===== config.mk =====
export PLATFORM = sky130hd
export DESIGN_NAME = flit_sink
export DESIGN_NICKNAME = d
export VERILOG_FILES = /design/src/rtl/flit_sink.sv
export SDC_FILE = /design/constraint.sdc
export NUM_CORES = 1
export LEC_CHECK = 0
export CAP_MARGIN = 25
export CORE_ASPECT_RATIO = 1.75
export CORE_MARGIN = 5
export CORE_UTILIZATION = 40
export DETAILED_ROUTE_END_ITERATION = 8
export HOLD_SLACK_MARGIN = 0.1
export SETUP_SLACK_MARGIN = 0.3
export SKIP_LAST_GASP = 1
export SLEW_MARGIN = 20
export SYNTH_ARGS = -nofsm -noshare
export SYNTH_HDL_FRONTEND = slang
export SYNTH_SLANG_ARGS = --single-unit

===== constraint.sdc =====
create_clock -name clk -period 7.6 [get_ports clk]
set_input_delay 0.76 -clock clk [delete_from_list [all_inputs] [get_ports clk]]
set_output_delay 0.76 -clock clk [all_outputs]
set_load 0.1 [all_outputs]

===== src/rtl/flit_sink.sv =====
// flit_sink: receive-side endpoint for the router flit interface.
//
// Parses HEAD/DATA/TAIL framing of incoming flits, measures packet length,
// accumulates payload bit toggles between consecutive flits of a packet,
// reports per-packet results and records the first framing error.
//
// Optional feature (compile-time macro FLIT_SINK_VCH_CHECK_EN):
//   when defined, a DATA/TAIL flit in a packet body whose ivch differs from
//   the VC latched at HEAD raises error code 4 (the flit is still accepted).
//
// Handshake: valid-only stream, no ready. A flit is consumed on every rising
// clk edge where ivalid=1; ivalid=0 cycles are bubbles and change nothing.
//
// Ports:
//   clk          system clock, rising edge
//   rst_         asynchronous active-low reset
//   idata        incoming flit: type in [DATAW-1:DATAW-2], payload below
//   ivalid       flit valid
//   ivch         virtual channel of the flit
//   pkt_done     one-cycle pulse, cycle after a TAIL completes a packet
//   pkt_len      flit count of last packet (HEAD..TAIL), saturating
//   pkt_vch      VC latched from HEAD of last packet
//   pkt_toggles  payload bit toggles of last packet, saturating
//   pkt_cnt      completed packet counter, wraps
//   err          sticky error flag
//   err_code     first error: 1 orphan, 2 nested head, 3 bad type, 4 vch
//   state_dbg    FSM state (0 IDLE, 1 BODY)
module flit_sink #(
    parameter int DATAW = 66,
    parameter int VCHW  = 2,
    parameter int LENW  = 8,
    parameter int TOGW  = 16,
    parameter int CNTW  = 16
) (
    input  logic             clk,
    input  logic             rst_,
    input  logic [DATAW-1:0] idata,
    input  logic             ivalid,
    input  logic [VCHW-1:0]  ivch,
    output logic             pkt_done,
    output logic [LENW-1:0]  pkt_len,
    output logic [VCHW-1:0]  pkt_vch,
    output logic [TOGW-1:0]  pkt_toggles,
    output logic [CNTW-1:0]  pkt_cnt,
    output logic             err,
    output logic [2:0]       err_code,
    output logic             state_dbg
);

    localparam int PW  = DATAW - 2;
    localparam int PCW = $clog2(PW + 1);

    localparam logic [1:0] TY_NONE = 2'b00;
    localparam logic [1:0] TY_HEAD = 2'b01;
    localparam logic [1:0] TY_TAIL = 2'b10;
    localparam logic [1:0] TY_DATA = 2'b11;

    typedef enum logic {
        S_IDLE = 1'b0,
        S_BODY = 1'b1
    } state_t;

    state_t          state_q, state_d;
    logic [PW-1:0]   prev_q;
    logic [VCHW-1:0] vch_q;
    logic [LENW-1:0] len_q;
    logic [TOGW-1:0] tog_q;

    logic [1:0]      ftype;
    logic [PW-1:0]   payload;
    logic [PW-1:0]   diff;
    logic [PCW-1:0]  pop;
    logic [LENW-1:0] len_inc;
    logic [TOGW:0]   tog_wide;
    logic [TOGW-1:0] tog_sum;

    logic            start_pkt;
    logic            accum;
    logic            finish;
    logic            err_hit;
    logic [2:0]      err_val;

    assign ftype     = idata[DATAW-1 -: 2];
    assign payload   = idata[PW-1:0];
    assign diff      = payload ^ prev_q;
    assign state_dbg = (state_q == S_BODY);

    always_comb begin
        pop = '0;
        for (int i = 0; i < PW; i++) begin
            pop = pop + PCW'(diff[i]);
        end
    end

    // Saturating length and toggle updates for the flit being accumulated.
    assign len_inc  = (len_q == '1) ? len_q : len_q + LENW'(1);
    assign tog_wide = {1'b0, tog_q} + (TOGW+1)'(pop);
    assign tog_sum  = tog_wide[TOGW] ? '1 : tog_wide[TOGW-1:0];

    always_ff @(posedge clk or negedge rst_) begin
        if (!rst_) begin
            state_q <= S_IDLE;
        end else begin
            state_q <= state_d;
        end
    end

    always_comb begin
        state_d   = state_q;
        start_pkt = 1'b0;
        accum     = 1'b0;
        finish    = 1'b0;
        err_hit   = 1'b0;
        err_val   = 3'd0;
        if (ivalid) begin
            case (ftype)
                TY_NONE: begin
                    err_hit = 1'b1;
                    err_val = 3'd3;
                end
                TY_HEAD: begin
                    // A HEAD inside a body drops the open packet and restarts.
                    if (state_q == S_BODY) begin
                        err_hit = 1'b1;
                        err_val = 3'd2;
                    end
                    start_pkt = 1'b1;
                    state_d   = S_BODY;
                end
                TY_DATA, TY_TAIL: begin
                    if (state_q == S_IDLE) begin
                        err_hit = 1'b1;
                        err_val = 3'd1;
                    end else begin
                        accum = 1'b1;
`ifdef FLIT_SINK_VCH_CHECK_EN
                        if (ivch != vch_q) begin
                            err_hit = 1'b1;
                            err_val = 3'd4;
                        end
`endif
                        if (ftype == TY_TAIL) begin
                            finish  = 1'b1;
                            state_d = S_IDLE;
                        end
                    end
                end
            endcase
        end
    end

    always_ff @(posedge clk or negedge rst_) begin
        if (!rst_) begin
            prev_q      <= '0;
            vch_q       <= '0;
            len_q       <= '0;
            tog_q       <= '0;
            pkt_done    <= 1'b0;
            pkt_len     <= '0;
            pkt_vch     <= '0;
            pkt_toggles <= '0;
            pkt_cnt     <= '0;
            err         <= 1'b0;
            err_code    <= 3'd0;
        end else begin
            if (start_pkt) begin
                vch_q  <= ivch;
                prev_q <= payload;
                len_q  <= LENW'(1);
                tog_q  <= '0;
            end else if (accum) begin
                prev_q <= payload;
                len_q  <= len_inc;
                tog_q  <= tog_sum;
            end

            pkt_done <= finish;
            if (finish) begin
                pkt_len     <= len_inc;
                pkt_vch     <= vch_q;
                pkt_toggles <= tog_sum;
                pkt_cnt     <= pkt_cnt + CNTW'(1);
            end

            // Only the first error since reset is recorded.
            if (err_hit && !err) begin
                err      <= 1'b1;
                err_code <= err_val;
            end
        end
    end

endmodule


After elaboration in Yosys (flattened, before gate mapping) --
Cells that the tools add are included.
Word-level totals: bits in registers 138, word-level logic and storage cells 117, output and inout bits 48
Cells by class: multiplexer cells 27, add/sub/neg operators 66, equality and inequality tests 4, reduce and logical (&&, ||, !) cells 7, bitwise operators 1
Operator list (count):
- $add A7 B1 Y7 | 57
- $mux W64 | 2
- $xor A64 B64 Y64 | 1
- $mux W16 | 3
- $mux W8 | 3
- $add A16 B7 Y17 | 1
- $add A16 B1 Y16 const B | 1
- $mux W1 | 14
- $pmux W3 S3 | 1
- $add A8 B1 Y8 const B | 1
- $eq A8 B8 Y1 const B | 1
- $add A6 B1 Y7 | 1
- $add A5 B1 Y6 | 1
- $add A4 B1 Y5 | 1
- $add A3 B1 Y4 | 1
- $eq A2 B2 Y1 const B | 2
- $reduce_bool A2 Y1 | 2
- $add A2 B1 Y3 | 1
- $mux W3 | 1
- $pmux W1 S3 | 1
- $add A1 B1 Y2 | 1
- $eq A2 B1 Y1 const B | 1
- $logic_not A2 Y1 | 1
- $mux W2 | 1
- other kinds (5) | 5

Logic depth before layout (Yosys ltp) --
depth in word-level cells 68, gate-level depth with buffers 22

Worst setup path after synthesis --
No wires, ideal clock.
path type input port to flip-flop, start point input port idata[16], end point register tog_q[15], data required time 7.458 ns, buffers on the path 0, stages 20, setup slack 0.711 ns, arrival time 6.748 ns, path through xor2_1 > fa_1 > inv_1 > fa_1 > inv_1 > fa_1 > fa_1 > fa_1 > fa_1 > inv_1 > fa_1 > fa_1 > fa_1 > inv_1 > fa_1 > a21o_1 > a22oi_2 > a21o_1 > o2111a_1 > a211oi_1
On the way: word-level cells in the longest chain between the ends 53
Ends and longest elaborated chain:
- start: declaration | line 37 | input logic [DATAW-1:0] idata,
- $xor A64 B64 Y64 | line 85 | assign diff = payload ^ prev_q;
- $add A7 B1 Y7 (48 in a row) | line 91 | pop = pop + PCW'(diff[i]);
- $add A16 B7 Y17 | line 97 | assign tog_wide = {1'b0, tog_q} + (TOGW+1)'(pop);
- $mux W16 | line 98 | assign tog_sum = tog_wide[TOGW] ? '1 : tog_wide[TOGW-1:0];
- $mux W16 | line 171 | end else if (accum) begin
- $mux W16 | line 166 | if (start_pkt) begin
- end signal: assignment | line 174 | tog_q <= tog_sum;
- end: declaration | line 67 | logic [TOGW-1:0] tog_q;
No other way between the ends. The select of a mux whose other input is x is not followed. A chain may end at the register's enable or synchronous reset.

Final worst setup path --
start point input port idata[36], end point register tog_q[15]
On the way: word-level cells in the longest chain between the ends 33
Ends and longest elaborated chain (line):
- $xor A64 B64 Y64 | 85
- $add A7 B1 Y7 (28 in a row) | 91
- $add A16 B7 Y17 | 97
- $mux W16 | 98
- $mux W16 | 171
- $mux W16 | 166
No other way between the ends. The select of a mux whose other input is x is not followed.

==> out/metrics.cfg <==
[placement]
dpl_cell_area_mm2=0.00970
numPortBuffers=117
gp_congestion=0.782
preCtsSetupSlack_ns=-0.201
hpwl_mm=14.5

[detailed_routing]
drt_first_pass_iters=4
wire_per_inst_um=16.3
first_iter_violations=299
wirelength_met1_mm=7.83
wl_mm=20.1
via_count=6155
dr.max_layer_used=met4
antenna_left=0
drc=0
met3WireLength_um=744
viasPerCell=4.99
wl_met2_mm=11.1

[clock_network]
path_clk_slew_ns=0.07
numCtsBuffers=17
clk_latency_ns=0.44
clock_path_buffers=2
cts_tree=yes
cts.sinks=137
clockRootBuffer=clkbuf_16
htree_levels=4

[critical_path]
path_common_cell=fa_1
cp_data_arrival_time_ns=7.35
cp.buffers_inverters=6
r2r_cells=22
endpoint=tog_q[15]
worst-path-stages=22
cp_max_fo=5
crit_chain=clkdlybuf4s50_1 -> xor2_2 -> fa_1 -> fa_1 -> inv_1 -> fa_1 -> fa_1 -> inv_1 -> fa_1 -> fa_1 -> inv_1 -> fa_1 -> fa_1 -> fa_2 -> inv_1 -> fa_2 -> a21o_4 -> a22oi_2 -> buf_6 -> a21o_1 -> o2111a_1 -> a211oi_1
worstReg2RegEnd=tog_q[15]
startpoint=idata[36]
cp_top_family=adder cells
startpoint_type=primary input
critPathKind=in2reg
crit_path_end_kind=flop
rrSetupSlack_ns=0.86
cp_slowest_cell=fa_1
critPathMaxStageDelay_ns=0.55
cp.required_ns=7.87
r2r_start=prev_q[52]

[floorplan]
fp.dieH_um=201
fp-row-count=69
initial_core_util_pct=40.7
num_io_pins=119
die_w_um=119
core_area_mm2=0.0204
die_area_mm2=0.0238

[finish]
drive_gt1_share_pct=8.52
final_common_cell=nand2_1
final_util_pct=51.4
regArea_mm2=0.00343
area.growth.synth_to_final_pct=26.3
stdcell_area_mm2=0.0105
nNetsFinal=1129
fillers=1869
layout_common_cells=nand2_1 (260), dfrtp_1 (137), clkdlybuf4s50_1 (112), fa_1 (54), inv_1 (49)
diodes=0
multi_input_area_mm2=0.00465

[timing]
rsz0062_at_grt=false
clock_skew_ns=0.0120
period_minus_slack_ns=7.07
tightestPinTransition_ns=1.02
drv_slew=0
setup_slack_ns=0.528
relSlewSlack_pct=31.9
fin_crit_sh_pct=93.1
setup_viol=0
max_freq_ghz=0.141
hold_viol_final=0

[yosys]
synth_ff_type=dfrtp_1
syn-num-nets=1018
syn_inst=862
synth.top_cell.area_share_pct=41.3
yosysSeqAreaShare_pct=41.3
synth_area_leaders=dfrtp_1 (41%), fa_1 (14%), nand2_1 (12%)
ys_types=59
synth-edff-count=0
synth_area_mm2=0.00830
yosysWarnings=0
syn_area_per_cell_um2=9.62
async_flop_share_pct=100
ys_seq_elements=137
synth_top_cell_by_area=dfrtp_1

[grt]
grt_pass1_wl_mm=33.5
grt_antenna_before_repair=0
globalRoute.totalOverflow=0
grt_max_degree=80
grt_pass1_vias=6462
gr-usage-all-layers_pct=17.8

[run_status]
status=finished clean

[min_path]
min_path_type=in2async

[run]
drv_cap=0

-- cell type report --
| cell class | instances | area share (%) |
|---|---|---|
| clock buffer | 17 | 4.06 |
| clock inverter | 15 | 1.70 |
| inverter | 50 | 1.79 |
| multi-input combinational | 636 | 44.4 |
| sequential | 137 | 32.7 |
| tap | 248 | 2.96 |
| timing repair buffer | 131 | 12.4 |
-- Yosys cell counts, types with 2 or more instances --
master / number
a211o_1: 2
a211oi_1: 3
a211oi_4: 2
a21o_1: 2
a21o_2: 2
a21oi_1: 19
a22o_1: 2
a311oi_1: 2
a31oi_1: 10
and2_1: 5
and3_1: 9
and4_1: 2
buf_1: 3
buf_2: 9
buf_4: 5
clkbuf_1: 21
dfrtp_1: 137
fa_1: 56
ha_1: 29
inv_1: 49
mux2_2: 2
mux2i_1: 2
nand2_1: 261
nand2b_1: 5
nand3_1: 12
nand4_1: 6
nor2_1: 28
nor2b_1: 4
o2111a_1: 2
o211ai_1: 4
o21a_1: 2
o21ai_0: 38
o2bb2ai_1: 2
o311ai_0: 2
o31ai_1: 11
or3_1: 3
or4_1: 2
xnor2_1: 43
xor2_1: 44
-- per-layer routing --
layer / GRT usage [%] / vias to the layer above
met3: 3.95 / 21
met5: 0 / -
met2: 32.8 / 118
met1: 19.9 / 3001
met4: 6.34 / 0
li1: - / 3015
-- sequential cells by signal, indices dropped and copies added (netlist names) --
register	cells
len_q	8
state_dbg	1
err	1
prev_q	64
pkt_len	8
pkt_cnt	16
pkt_vch	2
tog_q	16
vch_q	2
pkt_done	1
err_code	2
pkt_toggles	16
-- worst min-delay path by stage --
stage | from | endpoint | slack [ns] | cells after the start
4_1_cts | rst_ | pkt_done | 0.35 | 1
2_1_floorplan | vch_q[0] | pkt_vch[0] | 0.43 | 2
5_1_grt | rst_ | pkt_done | 0.38 | 1
6_report | rst_ | pkt_done | 0.33 | 1
3_5_place_dp | pkt_cnt[15] | pkt_cnt[15] | 0.47 | 1
3_3_place_gp | vch_q[1] | pkt_vch[1] | 0.46 | 2
-- worst reg2reg max path: cells and delay by family, from the launching register on --
kind	cells	cell delay [ns]
adders and majority gates	10	4.70
AOI/OAI and AO/OA	5	0.88
buffers and inverters	6	0.43
DFF	1	0.41
xor gates and xnor gates	1	0.16
-- through the flow --
stage / TNS (ns) / std cells / hold slack (ns)
final: 0 / 1234 / 0.331
after global routing: 0 / 1234 / 0.375
after CTS: 0 / 1232 / 0.349
after detailed placement: -4.22 / 1200 / 0.466
after global placement: -2.91 / 1200 / 0.461
after floorplan: 0 / 862 / 0.435
-- logic make-up after synthesis --
kind of cell / count (synthesis) / share of synthesized area, %
simple gates: 342 / 17.1
flops: 137 / 41.3
compound gates: 117 / 9.53
buf+inv: 89 / 4.40
xor+xnor: 87 / 9.19
fa+ha+maj: 85 / 17.9
mux: 4 / 0.513
other cells: 1 / 0.0452
-- repair_timing --
item | CTS | global route
endpoints found under the setup margin | 13 | 32
pin swaps | 1 | 18
hold buffers | 0 | 0
resized for setup | 0 | 32
buffers inserted | 0 | 2
Power is left out: the tool's default activity adds up to more than one toggle a clock period on the data nets, which glitch-free logic cannot reach.
